## src/rtl/fifo_burst_reader_if.sv

```systemverilog
// Handshake bundle for the FIFO burst reader: command channel, FIFO read port,
// output stream and status. The engine uses the master view.
interface fifo_burst_reader_if #(
  parameter int WIDTH = 8,
  parameter int LEN_W = 8
);
  logic             cmd_valid;
  logic             cmd_ready;
  logic [LEN_W-1:0] cmd_len;
  logic             fifo_empty;
  logic             fifo_rd_en;
  logic [WIDTH-1:0] fifo_data;
  logic             m_valid;
  logic             m_ready;
  logic [WIDTH-1:0] m_data;
  logic             m_last;
  logic             busy;
  logic             done;

  modport master (
    input  cmd_valid, cmd_len, fifo_empty, fifo_data, m_ready,
    output cmd_ready, fifo_rd_en, m_valid, m_data, m_last, busy, done
  );

  modport slave (
    output cmd_valid, cmd_len, fifo_empty, fifo_data, m_ready,
    input  cmd_ready, fifo_rd_en, m_valid, m_data, m_last, busy, done
  );
endinterface

```

## src/rtl/fifo_burst_reader.sv

```systemverilog
// Burst read engine: takes a length command, pops that many words from a
// single-clock FIFO with one cycle of read latency, and streams them out
// through a 3-entry queue that absorbs the latency and downstream stalls.
module fifo_burst_reader #(
  parameter int WIDTH = 8,
  parameter int LEN_W = 8
) (
  input logic                clk,
  input logic                reset,
  fifo_burst_reader_if.master bus
);
  localparam logic [1:0] IDLE  = 2'd0;
  localparam logic [1:0] READ  = 2'd1;
  localparam logic [1:0] DRAIN = 2'd2;
  localparam logic [1:0] DONE  = 2'd3;

  logic [1:0]       state;
  logic [LEN_W-1:0] remaining;
  logic             capture_q;
  logic             capture_last_q;
  logic [WIDTH-1:0] buf_data [0:2];
  logic [2:0]       buf_last;
  logic [1:0]       wr_ptr, rd_ptr, count;
  logic             pop_grant, push, drain;

  function automatic logic [1:0] nxt(input logic [1:0] p);
    return (p == 2'd2) ? 2'd0 : p + 2'd1;
  endfunction

  // Pops are only issued when the queue plus the word in flight leave room,
  // so the queue never overflows and m_ready never reaches the FIFO port.
  assign bus.fifo_rd_en = (state == READ) && (remaining != '0) && !bus.fifo_empty &&
                          (({1'b0, count} + {2'b0, capture_q}) < 3'd3);
  assign pop_grant = bus.fifo_rd_en && !bus.fifo_empty;
  assign push      = capture_q;
  assign drain     = bus.m_valid && bus.m_ready;

  assign bus.cmd_ready = (state == IDLE);
  assign bus.busy      = (state != IDLE);
  assign bus.done      = (state == DONE);
  assign bus.m_valid   = (count != 2'd0);
  assign bus.m_data    = buf_data[rd_ptr];
  assign bus.m_last    = bus.m_valid && buf_last[rd_ptr];

  // Burst sequencing and remaining-word count.
  always_ff @(posedge clk or posedge reset) begin
    if (reset) begin
      state     <= IDLE;
      remaining <= '0;
    end else begin
      case (state)
        IDLE: if (bus.cmd_valid) begin
          if (bus.cmd_len != '0) begin
            state     <= READ;
            remaining <= bus.cmd_len;
          end else begin
            state <= DONE;
          end
        end
        READ: if (pop_grant) begin
          remaining <= remaining - LEN_W'(1);
          if (remaining == LEN_W'(1)) state <= DRAIN;
        end
        DRAIN: if (drain && bus.m_last) state <= DONE;
        default: state <= IDLE;
      endcase
    end
  end

  // Track the word in flight from the FIFO and whether it closes the burst.
  always_ff @(posedge clk or posedge reset) begin
    if (reset) begin
      capture_q      <= 1'b0;
      capture_last_q <= 1'b0;
    end else begin
      capture_q      <= pop_grant;
      capture_last_q <= pop_grant && (remaining == LEN_W'(1));
    end
  end

  // In-order 3-entry queue; head drives the output stream.
  always_ff @(posedge clk or posedge reset) begin
    if (reset) begin
      for (int i = 0; i < 3; i++) buf_data[i] <= '0;
      buf_last <= '0;
      wr_ptr   <= 2'd0;
      rd_ptr   <= 2'd0;
      count    <= 2'd0;
    end else begin
      if (push) begin
        buf_data[wr_ptr] <= bus.fifo_data;
        buf_last[wr_ptr] <= capture_last_q;
        wr_ptr           <= nxt(wr_ptr);
      end
      if (drain) rd_ptr <= nxt(rd_ptr);
      case ({push, drain})
        2'b10:   count <= count + 2'd1;
        2'b01:   count <= count - 2'd1;
        default: count <= count;
      endcase
    end
  end
endmodule

```

## src/flat_wrapper.sv

```systemverilog
// flat-port wrapper written by rule: the top's interface ports become plain ports
module fifo_burst_reader_flat 
#(
  parameter int WIDTH = 8,
  parameter int LEN_W = 8
)
  (clk, reset, bus_cmd_valid, bus_cmd_len, bus_fifo_empty, bus_fifo_data, bus_m_ready, bus_cmd_ready, bus_fifo_rd_en, bus_m_valid, bus_m_data, bus_m_last, bus_busy, bus_done);
  fifo_burst_reader_if #(.WIDTH(WIDTH), .LEN_W(LEN_W)) bus_i ();
  input logic clk;
  input logic reset;
  input wire logic [$bits(bus_i.cmd_valid)-1:0] bus_cmd_valid;
  input wire logic [$bits(bus_i.cmd_len)-1:0] bus_cmd_len;
  input wire logic [$bits(bus_i.fifo_empty)-1:0] bus_fifo_empty;
  input wire logic [$bits(bus_i.fifo_data)-1:0] bus_fifo_data;
  input wire logic [$bits(bus_i.m_ready)-1:0] bus_m_ready;
  output wire logic [$bits(bus_i.cmd_ready)-1:0] bus_cmd_ready;
  output wire logic [$bits(bus_i.fifo_rd_en)-1:0] bus_fifo_rd_en;
  output wire logic [$bits(bus_i.m_valid)-1:0] bus_m_valid;
  output wire logic [$bits(bus_i.m_data)-1:0] bus_m_data;
  output wire logic [$bits(bus_i.m_last)-1:0] bus_m_last;
  output wire logic [$bits(bus_i.busy)-1:0] bus_busy;
  output wire logic [$bits(bus_i.done)-1:0] bus_done;
  assign bus_i.cmd_valid = bus_cmd_valid;
  assign bus_i.cmd_len = bus_cmd_len;
  assign bus_i.fifo_empty = bus_fifo_empty;
  assign bus_i.fifo_data = bus_fifo_data;
  assign bus_i.m_ready = bus_m_ready;
  assign bus_cmd_ready = bus_i.cmd_ready;
  assign bus_fifo_rd_en = bus_i.fifo_rd_en;
  assign bus_m_valid = bus_i.m_valid;
  assign bus_m_data = bus_i.m_data;
  assign bus_m_last = bus_i.m_last;
  assign bus_busy = bus_i.busy;
  assign bus_done = bus_i.done;
  fifo_burst_reader #(.WIDTH(WIDTH), .LEN_W(LEN_W)) u_core (.clk(clk), .reset(reset), .bus(bus_i));
endmodule
```

## config.mk

```make
export PLATFORM = sky130hd
export DESIGN_NAME = fifo_burst_reader_flat
export DESIGN_NICKNAME = d
export VERILOG_FILES = /design/src/rtl/fifo_burst_reader_if.sv /design/src/rtl/fifo_burst_reader.sv /design/src/flat_wrapper.sv
export SDC_FILE = /design/constraint.sdc
export NUM_CORES = 1
export LEC_CHECK = 0
export CAP_MARGIN = 10
export CORE_AREA = 5 5 76 92
export CTS_BUF_LIST = sky130_fd_sc_hd__clkbuf_8
export DETAILED_ROUTE_END_ITERATION = 7
export DIE_AREA = 0 0 81 97
export DONT_BUFFER_PORTS = 1
export HOLD_SLACK_MARGIN = 0.06
export MAX_ROUTING_LAYER = met4
export RECOVER_POWER = 100
export SYNTH_ARGS = -nofsm -noshare
export SYNTH_HDL_FRONTEND = slang
export SYNTH_SLANG_ARGS = --single-unit
```

## constraint.sdc

```tcl
create_clock -name clk -period 2.8 [get_ports clk]
set_input_delay 0.28 -clock clk [delete_from_list [all_inputs] [get_ports clk]]
set_output_delay 0.28 -clock clk [all_outputs]
set_load 0.01 [all_outputs]
```

# Yosys cells after proc, flatten, opt, wreduce, memory -nomap -nowiden
# Cells that the tools add are included.
# W data, S select, Z words.
# word_totals
register_bits,45
word_cells,83
# classes
addsub,6
n_lt_le_gt_ge,7
eq_ne,13
n_mux,24
n_bitwise,2
n_reduce_logical,20
# op_table
op,n
$mux W8,6
$bwmux W24,1
$bmux W8 S2,1
$demux W8 S2,1
$pmux W8 S2,1
$reduce_bool A8 Y1,2
$mux W2,7
$eq A2 B2 Y1 const B,5
$logic_and A1 B1 Y1,10
$eq A8 B1 Y1 const B,1
$reduce_and A4 Y1,2
$reduce_bool A2 Y1,4
$sub A8 B1 Y8 const B,1
$add A2 B1 Y2 const B,3
$ge A3 B3 Y1 const B,2
$lt A2 B3 Y1 const B,2
$ne A2 B1 Y1 const B,3
$not A2 Y3,2
$pmux W2 S3,1
$eq A2 B1 Y1 const B,2
$ne A2 B2 Y1 const B,2
$pmux W2 S2,1
$add A2 B1 Y3,1
$bwmux W3,1
9 further kinds,10

# Logic depth before layout (Yosys ltp)
# depth
depth_word,7
mapped_depth,7

# Worst setup path after synthesis
# No wires, ideal clock.
# synth_timing
path_type,reg-to-reg
start,register u_core.count[0]
end,register u_core.remaining[2]
t_arrival_ns,2.120
path_slack_ns,0.559
stages_incl_launch_ff,7
n_path_buf,0
cell_sequence,dfrtp_1 -> ha_1 -> ha_1 -> a211o_1 -> a311oi_4 -> o21ai_2 -> o22a_1
# synth_between
elab_chain_cells,6
# synth_rtl
item,line,rtl
"start, declared",fifo_burst_reader.sv:23,"logic [1:0] wr_ptr, rd_ptr, count;"
"start signal, assigned",fifo_burst_reader.sv:97,2'b10: count <= count + 2'd1;
"start signal, assigned",fifo_burst_reader.sv:98,2'b01: count <= count - 2'd1;
"start signal, assigned",fifo_burst_reader.sv:99,default: count <= count;
$add A2 B1 Y3,fifo_burst_reader.sv:33,"(({1'b0, count} + {2'b0, capture_q}) < 3'd3);"
$lt A3 B2 Y1,fifo_burst_reader.sv:33,
$logic_and A1 B1 Y1,fifo_burst_reader.sv:32,assign bus.fifo_rd_en = (state == READ) && (remaining != '0) && !bus.fifo_empty &&
via bus_fifo_rd_en,flat_wrapper.sv:17,output wire logic [$bits(bus_i.fifo_rd_en)-1:0] bus_fifo_rd_en;
$logic_and A1 B1 Y1,fifo_burst_reader.sv:34,assign pop_grant = bus.fifo_rd_en && !bus.fifo_empty;
$ne A2 B1 Y1 (no source line),--,
$reduce_and A4 Y1 (no source line),--,
"end signal, assigned",fifo_burst_reader.sv:55,remaining <= bus.cmd_len;
"end signal, assigned",fifo_burst_reader.sv:61,remaining <= remaining - LEN_W'(1);
"end, declared",fifo_burst_reader.sv:18,logic [LEN_W-1:0] remaining;
# The timed path passes the listed nets, and every way through them passes these cells.
# A chain may end at the register's enable or synchronous reset.

# Worst setup path after layout
# Same ends and word-level chain as after synthesis.

==> run_results.csv <==
group,metric,value,unit
cells_and_area,fillers,599,
cells_and_area,syn_to_final_growth,7.76,%
die,ios,35,
synthesis,yosysTopAreaCell,"dfrtp_1",
run,drv_cap,0,
clock_tree,clock_sinks,45,
timing,fin_crit_sh,89.3,%
cells_and_area,multiInputGateArea,1170,um^2
routing,wl_met1,2180,um
global_routing,grt_pass1_wl,8180,um
critical_path,crit_required,2.98,ns
clock_tree,numCtsBuffers,5,
routing,wl_met2,2250,um
critical_path,path_cells,"ha_1 > ha_1 > a211o_1 > a311oi_4 > o21ai_2 > o22a_1",
synthesis,yosysUniqueCellTypes,45,
cells_and_area,regArea,1130,um^2
clock_tree,cts_max_path_buffers,2,
synthesis,async_flop_share,100,%
die,dieWidth,81,um
synthesis,synth_area,2380,um^2
routing,routed_wl,4850,um
clock_tree,post_cts.repair.setup_buffers,0,
timing,final-setup-viol-count,0,
synthesis,synth_top_cells_by_count,"dfrtp_1 (45), mux2_2 (27), inv_1 (14)",
synthesis,yosys_register_bits,45,
die,dieArea,7860,um^2
synthesis,synthCells,209,
synthesis,yosysTopAreaCellShare,47.2,%
timing,fin_tns_setup,0,ns
synthesis,yosysMostFrequentCell,"dfrtp_1",
timing,relSlewSlack,14.3,%
clock_tree,ctsResizeCount,0,
routing,drt_pass1_iterations,4,
routing,drt_drc_violations_left,0,
synthesis,yosysWarnings,0,
global_routing,grt.total_usage,13.6,%
routing,vias,1624,
cells_and_area,layout-drive-gt1-share,18.5,%
pwr,ir_drop,0.577,mV
global_routing,grt_pass1_vias,1701,
pwr,p_per_area,1140,nW/um^2
die,core.rowCount,31,
routing,vias_per_cell,5.45,
clock_tree,root_buffer,"clkbuf_8",
global_routing,grt.overflow.total,0,
die,floorplan.initialDensity,39.9,%
critical_path,slowest_stage,"a311oi_4",
synthesis,synth_area_per_cell,11.4,um^2
routing,ant_nets,0,
place,hpwl,3550,um
worst_hold_path,hp-class,"primary input to flop",
global_routing,antenna_found_initial,0,
global_routing,grt_max_degree,25,
synthesis,synthTopCellsByArea,"dfrtp_1 (47%), mux2_2 (13%), mux2i_1 (5.5%)",
timing,finClkSkew,0.00325,ns
critical_path,rrSetupSlack,0.30,ns
clock_tree,cts_tree,"built",
pwr,p_leak,1.12,nW
timing,fmax,400,MHz
timing,drv_slew,0,
critical_path,cp-end-kind,"flop",
synthesis,synthFlopType,"dfrtp_1",
routing,wl_met3,348,um
place,numPortBuffers,0,
critical_path,crit_type,"flop to flop",
critical_path,slowest_delay,0.58,ns
timing,holdWs,0.135,ns
routing,wl_per_cell,16.3,um
cells_and_area,fin_nets,246,
synthesis,synth-edff-count,0,
routing,first_iter_violations,71,
timing,min_period,2.50,ns
critical_path,cp_max_fo,9,
critical_path,cp_common_cell,"ha_1",
timing,hold_viol_final,0,
synthesis,yosysSeqAreaShare,47.2,%
timing,rsz0062_at_grt,"no",
clock_tree,htree_num_levels,2,
die,fp.dieH,97,um
critical_path,start_kind,"flop",
cells_and_area,antennaDiodeCount,0,
timing,tightest_slew,1.28,ns
routing,maxUsedRoutingLayer,"met4",
critical_path,arrival,2.68,ns
place,gp_congestion,0.784,
clock_tree,path_clk_slew,0.08,ns
clock_tree,clock_latency,0.29,ns
synthesis,syn-num-nets,240,
die,core_area,5970,um^2
run_status,status,"finished clean",
==> worst max-delay path: cells and delay by family, from the launching register on <==
family	cells	cell delay, ns
AOI/OAI and AO/OA	4	1.44
adders and majority gates	2	0.50
DFF	1	0.44
==> cells by family (layout without fill, tap and decap cells) <==
logic type	after synthesis	after routing	share of synthesized area (%)
adder cells (fa/ha/maj)	10	10	5.25
multiplexers	41	41	18.8
AND/OR/NAND/NOR	45	45	10.1
AO/OA/AOI/OAI	44	44	14.1
XOR/XNOR	3	3	1.10
flip-flops	45	45	47.2
buffers and inverters	21	28	3.36
==> what timing repair did <==
item,in CTS,in global routing
hold buffers,1,0
endpoints found under the hold margin,21,0
setup endpoints to repair,0,0
==> cell type report <==
cell class              count  area share, %
inverters                  14           2.04
repair buffers              6           1.41
multi-input cells         143           45.5
well taps                  82           3.99
clock inverters             3          0.536
clock buffers               5           2.68
flip-flops and latches     45           43.8
==> routing by layer <==
metal / track usage, % / vias to the layer above
met3: 3.81 / 6
met2: 22.1 / 42
met4: 3.51 / 0
met5: - / -
li1: - / 777
met1: 16.5 / 799
==> worst paths after layout <==
| check | start | to | cells past startpoint |
|---|---|---|---|
| max in group asynchronous | reset | u_core.remaining[7] | 3 |
| min reg2reg | u_core.buf_data[5] | u_core.buf_data[5] | 1 |
| max | u_core.count[0] | u_core.remaining[2] | 6 |
| min | bus_fifo_data[3] | u_core.buf_data[11] | 1 |
| max reg2reg | u_core.count[0] | u_core.remaining[2] | 6 |
| min in group asynchronous | reset | u_core.remaining[4] | 2 |
==> power by group <==
| part | internal, mW | leakage, nW | switching (mW) |
|---|---|---|---|
| clock network | 0.169 | 0.0491 | 0.207 |
| logic | 0.622 | 0.526 | 0.714 |
| registers | 0.951 | 0.544 | 0.259 |
==> cell usage in the layout (no fill, tap or decap), drive strengths merged, types with 5 or more instances in the layout <==
cell / count
nor3: 6
ha: 10
nor2b: 5
dfrtp: 45
nand2: 13
inv: 14
nor2: 8
mux2: 28
clkbuf: 8
o21ai: 11
mux2i: 13
==> flip-flops by register name, indices dropped and copies added, names as in the netlist, 2 cells and up <==
name / flops
u_core.wr_ptr: 2
u_core.buf_last: 3
u_core.remaining: 8
u_core.state: 2
u_core.buf_data: 24
u_core.rd_ptr: 2
u_core.count: 2
==> per-stage QoR <==
step	cell area (um^2)	setup WS (ns)	cells	util (%)	total power [mW]
final	2570	0.301	298	43.0	2.92
after global routing	2570	0.192	298	43.0	3.16
after CTS	2590	0.319	298	43.4	2.99
after detailed placement	2500	0.337	289	41.8	2.60
after global placement	2500	0.382	289	41.8	2.57
after floorplan	2380	0.559	209	-	2.30
Power figures use the tool's default switching activity.
